[src/rtl/mem_arbiter.sv]
// mem_arbiter
//   Shares one word-wide memory between the instruction-fetch (I) port and
//   the data (D) port. Each granted request takes three cycles:
//   IDLE (arbitrate and latch) -> ACCESS (one memory strobe) -> RESP (ack).
//   D has priority. A starvation counter forces an I grant once D has won
//   STARVE_LIMIT consecutive arbitrations while I was waiting.
//   Misaligned or out-of-range requests still run through all three states,
//   but they never strobe the memory and they return err with the ack.
//
// Ports
//   clk, rst                          clock, synchronous active-high reset
//   i_req/i_addr                      I read request (held until i_ack)
//   i_ack/i_rdata/i_err               I completion pulse, read data, error
//   d_req/d_we/d_addr/d_wd            D request (held until d_ack)
//   d_ack/d_rdata/d_err               D completion pulse, read data, error
//   mem_MemRead/mem_MemWrite          memory strobes (ACCESS cycle only)
//   mem_addr/mem_wd/mem_rd            memory address, write data, read data
//   busy                              arbiter is not in IDLE
module mem_arbiter #(
    parameter int MEM_BYTES    = 1024,
    parameter int STARVE_LIMIT = 4
) (
    input  logic        clk,
    input  logic        rst,
    input  logic        i_req,
    input  logic [31:0] i_addr,
    output logic        i_ack,
    output logic [31:0] i_rdata,
    output logic        i_err,
    input  logic        d_req,
    input  logic        d_we,
    input  logic [31:0] d_addr,
    input  logic [31:0] d_wd,
    output logic        d_ack,
    output logic [31:0] d_rdata,
    output logic        d_err,
    output logic        mem_MemRead,
    output logic        mem_MemWrite,
    output logic [31:0] mem_addr,
    output logic [31:0] mem_wd,
    input  logic [31:0] mem_rd,
    output logic        busy
);

    typedef enum logic [1:0] {IDLE = 2'd0, ACCESS = 2'd1, RESP = 2'd2} state_t;

    localparam logic [31:0] MAX_ADDR = 32'(MEM_BYTES - 4);
    localparam logic [3:0]  LIMIT    = 4'(STARVE_LIMIT);

    state_t      state_q, state_d;
    logic [3:0]  starve_q, starve_d;
    logic        sel_d_q;     // 1 = current transaction belongs to D
    logic        we_q;
    logic        legal_q;
    logic [31:0] addr_q;
    logic [31:0] wd_q;

    logic        grant_d, grant_i, grant;
    logic [31:0] sel_addr;
    logic        sel_legal;
    logic        access_ok;

    // Arbitration is evaluated every cycle but only acted on in IDLE.
    always_comb begin
        grant_d   = d_req && !(i_req && starve_q == LIMIT);
        grant_i   = i_req && !grant_d;
        grant     = (state_q == IDLE) && (grant_d || grant_i);
        sel_addr  = grant_d ? d_addr : i_addr;
        sel_legal = (sel_addr[1:0] == 2'b00) && (sel_addr <= MAX_ADDR);
    end

    always_comb begin
        state_d  = state_q;
        starve_d = starve_q;
        case (state_q)
            IDLE: begin
                if (!i_req)
                    starve_d = 4'd0;
                if (grant_d) begin
                    state_d = ACCESS;
                    // With I waiting, D can only win below the limit, so this
                    // increment never passes STARVE_LIMIT.
                    if (i_req)
                        starve_d = starve_q + 4'd1;
                end else if (grant_i) begin
                    state_d  = ACCESS;
                    starve_d = 4'd0;
                end
            end
            ACCESS:  state_d = RESP;
            RESP:    state_d = IDLE;
            default: state_d = IDLE;
        endcase
    end

    always_ff @(posedge clk) begin
        if (rst) begin
            state_q  <= IDLE;
            starve_q <= 4'd0;
            sel_d_q  <= 1'b0;
            we_q     <= 1'b0;
            legal_q  <= 1'b0;
            addr_q   <= 32'd0;
            wd_q     <= 32'd0;
            i_rdata  <= 32'd0;
            d_rdata  <= 32'd0;
        end else begin
            state_q  <= state_d;
            starve_q <= starve_d;
            if (grant) begin
                sel_d_q <= grant_d;
                we_q    <= grant_d & d_we;   // I is read-only
                legal_q <= sel_legal;
                addr_q  <= sel_addr;
                wd_q    <= grant_d ? d_wd : 32'd0;
            end
            if (state_q == ACCESS && legal_q && !we_q) begin
                if (sel_d_q)
                    d_rdata <= mem_rd;
                else
                    i_rdata <= mem_rd;
            end
        end
    end

    assign access_ok    = (state_q == ACCESS) && legal_q;
    assign mem_MemRead  = access_ok && !we_q;
    // A write coinciding with a reset edge is dropped, not half-committed.
    assign mem_MemWrite = access_ok && we_q && !rst;
    assign mem_addr     = addr_q;
    assign mem_wd       = wd_q;

    assign i_ack = (state_q == RESP) && !sel_d_q;
    assign d_ack = (state_q == RESP) &&  sel_d_q;
    assign i_err = i_ack && !legal_q;
    assign d_err = d_ack && !legal_q;
    assign busy  = (state_q != IDLE);

endmodule

[config.mk]
export PLATFORM = sky130hd
export DESIGN_NAME = mem_arbiter
export DESIGN_NICKNAME = d
export VERILOG_FILES = /design/src/rtl/mem_arbiter.sv
export SDC_FILE = /design/constraint.sdc
export NUM_CORES = 1
export LEC_CHECK = 0
export BUFFER_PORTS_ARGS = -buffer_cell sky130_fd_sc_hd__buf_4
export CORE_MARGIN = 5
export CORE_UTILIZATION = 46
export DETAILED_ROUTE_END_ITERATION = 8
export PLACE_DENSITY = 0.8
export REMOVE_ABC_BUFFERS = 1
export SYNTH_ARGS = -nofsm -noshare
export SYNTH_HDL_FRONTEND = slang
export SYNTH_SLANG_ARGS = --single-unit
[constraint.sdc]
create_clock -name clk -period 1.6 [get_ports clk]
set_input_delay 0.16 -clock clk [delete_from_list [all_inputs] [get_ports clk]]
set_output_delay 0.16 -clock clk [all_outputs]
set_load 0.03 [all_outputs]
---- After elaboration in Yosys (flattened, before gate mapping) ----
Index checks and enable logic that the tools add are counted.
word-level totals
  output and inout bits ................... 135
  logic and storage cells ................. 51
  register bits ........................... 137
  input port bits ......................... 133
cells by class
  reduce and logical (&&, ||, !) cells .... 25
  $add $sub $neg .......................... 1
  $lt $le $gt $ge ......................... 1
  mux-type cells .......................... 9
  bitwise operators ....................... 2
  eq/ne operators ......................... 4
operators by type and width
  kind                  count
  $mux 32               2
  $le 32x10->1 const B  1
  $mux 4                4
  $logic_and 1x1->1     13
  $logic_not 1->1       6
  $add 4x1->4 const B   1
  $eq 4x3->1 const B    1
  $logic_not 2->1       2
  $mux 2                2
  $pmux 2 s2            1
  $reduce_and 2->1      2
  $ne 3x3->1 const B    1
  $eq 2x1->1 const B    1
  $eq 2x2->1 const B    1
  $reduce_bool 2->1     1
  $and 1x1->1           1
  $logic_or 1x1->1      1
  $not 1->1             1

---- Depth between registers and ports, before layout ----
  depth in word-level cells ............... 9
  mapped depth ............................ 8
  mapped depth without buffers ............ 6

---- Worst setup path after synthesis ----
Ideal clock, no wire load.
  path type ............................... register -> register
  start point ............................. register starve_q[0]
  end point ............................... register addr_q[0] (netlist: mem_addr[0])
  path slack .............................. 171 ps
  stages on the path, launching flop included .. 9
  buffers on the path ..................... 2
  data required time ...................... 1,511 ps
  period minus slack after synthesis ...... 1,429 ps
  setup time .............................. 89 ps
  arrival time ............................ 1,340 ps
  cells stage by stage .................... dfxtp_1 inv_1 ha_1 nand4b_1 and2_1 buf_4 buf_4 nand2_1 a311oi_2
on the way
  longest elaborated chain between the ends .. 8
  elaborated cells between the ends (all ways) .. 9
  those cells by class .................... eq/ne (1); mux (1); reduce/logical (7)
RTL lines
  element                 RTL line  text
  start, declared         51        logic [3:0] starve_q, starve_d;
  start signal, assigned  109       starve_q <= starve_d;
  $eq 4x3->1 *            65        grant_d = d_req && !(i_req && starve_q == LIMIT);
  $logic_and 1x1->1 *     65
  $logic_not 1->1 *       65
  $logic_and 1x1->1 *     65
  $logic_not 1->1         66        grant_i = i_req && !grant_d;
  $logic_and 1x1->1       66
  $logic_or 1x1->1        67        grant = (state_q == IDLE) && (grant_d || grant_i);
  $logic_and 1x1->1       67
  end signal, assigned    114       addr_q <= sel_addr;
  end, declared           55        logic [31:0] addr_q;
Mark *: on every way between the ends. The rest lies on a longest branch, timed or not.
A chain may end at the register's enable or synchronous reset.

---- Worst setup path after layout ----
  start point ............................. register starve_q[0]
  end point ............................... register addr_q[1] (netlist: mem_addr[1])
The elaborated chain is that of the path after synthesis.

==> results.sh <==
export IMPL_rrSetupSlack_ps=30
export IMPL_path_clk_slew_ps=60
export IMPL_fin_crit_sh=0.981
export IMPL_cp_max_fo=4
export IMPL_reg2reg_from="starve_q[0]$_SDFFE_PP0N_"
export IMPL_cts_buffers=17
export IMPL_drv_cap=0
export IMPL_htree_levels=4
export IMPL_worstMarginPinSlew_ps=411
export IMPL_grt_antenna_before_repair=0
export IMPL_fmax_mhz=637
export IMPL_final_nets=1120
export IMPL_end_kind="flop"
export IMPL_clkSinkCount=137
export IMPL_initialDrtViolationCount=582
export IMPL_hold_path_class="in -> reg"
export IMPL_drive_above_1_share=0.376
export IMPL_netlist_area_um2=5540
export IMPL_yosysTopAreaCellShare=0.495
export IMPL_clockBufferDepth=2
export IMPL_setup_viol=0
export IMPL_via_count=6182
export IMPL_coreArea_um2=11900
export IMPL_insertion_delay_ps=420
export IMPL_die_width_um=120
export IMPL_period_minus_slack_ps=1570
export IMPL_post_dp_hpwl_mm=12.5
export IMPL_synth_ff_type="dfxtp_1"
export IMPL_yosysUniqueCellTypes=29
export IMPL_hp_start="d_wd[5]"
export IMPL_whs_path_depth=3
export IMPL_port_buffers=267
export IMPL_rsz0062_at_grt="yes"
export IMPL_via_per_inst=5.40
export IMPL_leakagePower_nw=3.83
export IMPL_hold_viol_final=0
export IMPL_synth_warnings=0
export IMPL_grt_usage=0.257
export IMPL_grt_max_degree=65
export IMPL_synth_seq_area_share=0.495
export IMPL_gp_congestion=0.802
export IMPL_grt_pass1_wl_mm=29.5
export IMPL_path_class="reg -> reg"
export IMPL_synthArstFlopShare=0
export IMPL_power_density_nw_per_um2=1040
export IMPL_skew_ps=9.14
export IMPL_arrival_ps=1890
export IMPL_avgSynthCellArea_um2=8.22
export IMPL_die_y_um=120
export IMPL_syn_to_final_growth_pct=62.9
export IMPL_ir_drop_uv=601
export IMPL_setup_worst_path_start_class="flop"
export IMPL_required_ps=1920
export IMPL_final_max_slew_viol_count=0
export IMPL_wire_per_inst_um=17.7
export IMPL_placement_rows=40
export IMPL_slew_headroom=0.726
export IMPL_dr_pass1_iters=5
export IMPL_synth_area_leaders="dfxtp_1 50%, nand2_1 16%, a21oi_1 9.0%"
export IMPL_status="completed"
export IMPL_r2r_end="mem_addr[1]$_SDFFE_PP0P_"
export IMPL_fin_cells=1145
export IMPL_ant_nets=0
export IMPL_drc=0
export IMPL_dp_cells=1053
export IMPL_die_area_um2=14300
export IMPL_ys_ff_latch=137
export IMPL_crit_start="starve_q[0]$_SDFFE_PP0N_"
export IMPL_antenna_cells=0
export IMPL_dpl_worst_slack_ps=63.5
export IMPL_ios=268
export IMPL_reg2regPathDepth=8
export IMPL_yosysTopAreaCell="dfxtp_1"
export IMPL_cts_tree="built"
export IMPL_grt_pass1_vias=5783
export IMPL_overflow=0
export IMPL_min_to="mem_wd[5]$_SDFFE_PP0P_"
export IMPL_totalWireLength_mm=20.3
export IMPL_synth_cells=674
export IMPL_synth_edf_count=0
export IMPL_setup_ws_ps=30.3
export IMPL_start_util=0.465
export IMPL_cts_root_buf="clkbuf_16"
-- critical path: stages (launching register included) --
cell and delay (ps):
dfxtp_2 330, inv_2 50, ha_4 140, nand4b_1 150
buf_4 140, and2_4 200, buf_6 140, nand2_1 90
a311oi_2 250
-- cells in the final DEF (no fill, tap or decap), drive strengths merged, types with 3 or more instances in the layout --
cell type and n:
a21oi 100, nor4 12, inv 5, a311oi 33
and2 4, dlygate4sd3 49, nand2 234, nor2 39
clkinv 3, nor3 3, clkbuf 27, nand3 35
nand4 6, clkinvlp 4, buf 291, dfxtp 137
-- Yosys cell counts, drive strengths merged, types with 3 or more instances --
cell type	count
nand2	234
dfxtp	137
a21oi	100
nor2	39
buf	36
nand3	35
a311oi	33
clkbuf	18
nor4	12
nand4	6
inv	4
and2	3
nor3	3
-- sequential cells by signal, indices dropped and copies added, names as in the netlist --
signal and flops:
state_q 2, starve_q 4, sel_d_q 1, i_rdata 32, mem_wd 32, we_q 1, d_rdata 32, mem_addr 32
legal_q 1
-- logic make-up after synthesis --
| group | count (synthesis) | share of synthesized area |
|---|---|---|
| adder cells (fa/ha/maj) | 2 | 0.00452 |
| AO/OA/AOI/OAI | 136 | 0.181 |
| AND/OR/NAND/NOR | 341 | 0.261 |
| buffers and inverters | 58 | 0.0583 |
| flip-flops | 137 | 0.495 |
-- metal layers --
metal / part of all wire / GRT usage / up-vias
li1: - / - / 2911
met5: 0 / 0 / -
met1: 0.38 / 0.303 / 2875
met4: 0.027 / 0.103 / 0
met3: 0.099 / 0.0844 / 42
met2: 0.49 / 0.433 / 354
-- worst max path at each step --
stage / endpoint / slack, ps
3_5_place_dp: mem_addr[5]$_SDFFE_PP0P_ / 60
2_1_floorplan: legal_q$_SDFFE_PP0P_ / -890
4_1_cts: mem_MemWrite / 6
3_3_place_gp: mem_addr[9]$_SDFFE_PP0P_ / 110
5_1_grt: mem_addr[1]$_SDFFE_PP0P_ / -50
6_report: mem_addr[1]$_SDFFE_PP0P_ / 30
-- power breakdown --
part           internal [mW]  leakage [nW]  total (mW)  switching [mW]
clock                   2.42         0.279        3.87            1.45
combinational          0.810          2.43        1.83            1.02
sequential              3.58          1.12        3.68          0.0990
-- stage by stage --
step	util	setup TNS, ps	power, mW	hold slack, ps	instance area [µm²]
floorplan	-	-64330	4.53	228	5230
global placement	0.647	0	5.33	417	7700
detailed placement	0.647	0	5.35	427	7700
CTS	0.737	0	9.30	0.953	8780
global route	0.757	-223	9.71	6.50	9020
finish	0.757	0	9.38	16.2	9020
-- repair_timing --
action,CTS,global route
buffers inserted,0,3
hold buffers,49,0
setup endpoints to repair,0,34
resized for setup,0,18
hold endpoints to repair,64,0
-- cell type report --
cell class / instances / area, µm²
clock buffers: 22 / 474
clock inverters: 10 / 118
fillers: 791 / 2890
inverters: 4 / 15.0
multi-input cells: 480 / 2520
flip-flops and latches: 137 / 2750
well taps: 147 / 184
repair buffers: 345 / 2960
Note: power is estimated with default switching activity, not from simulation.
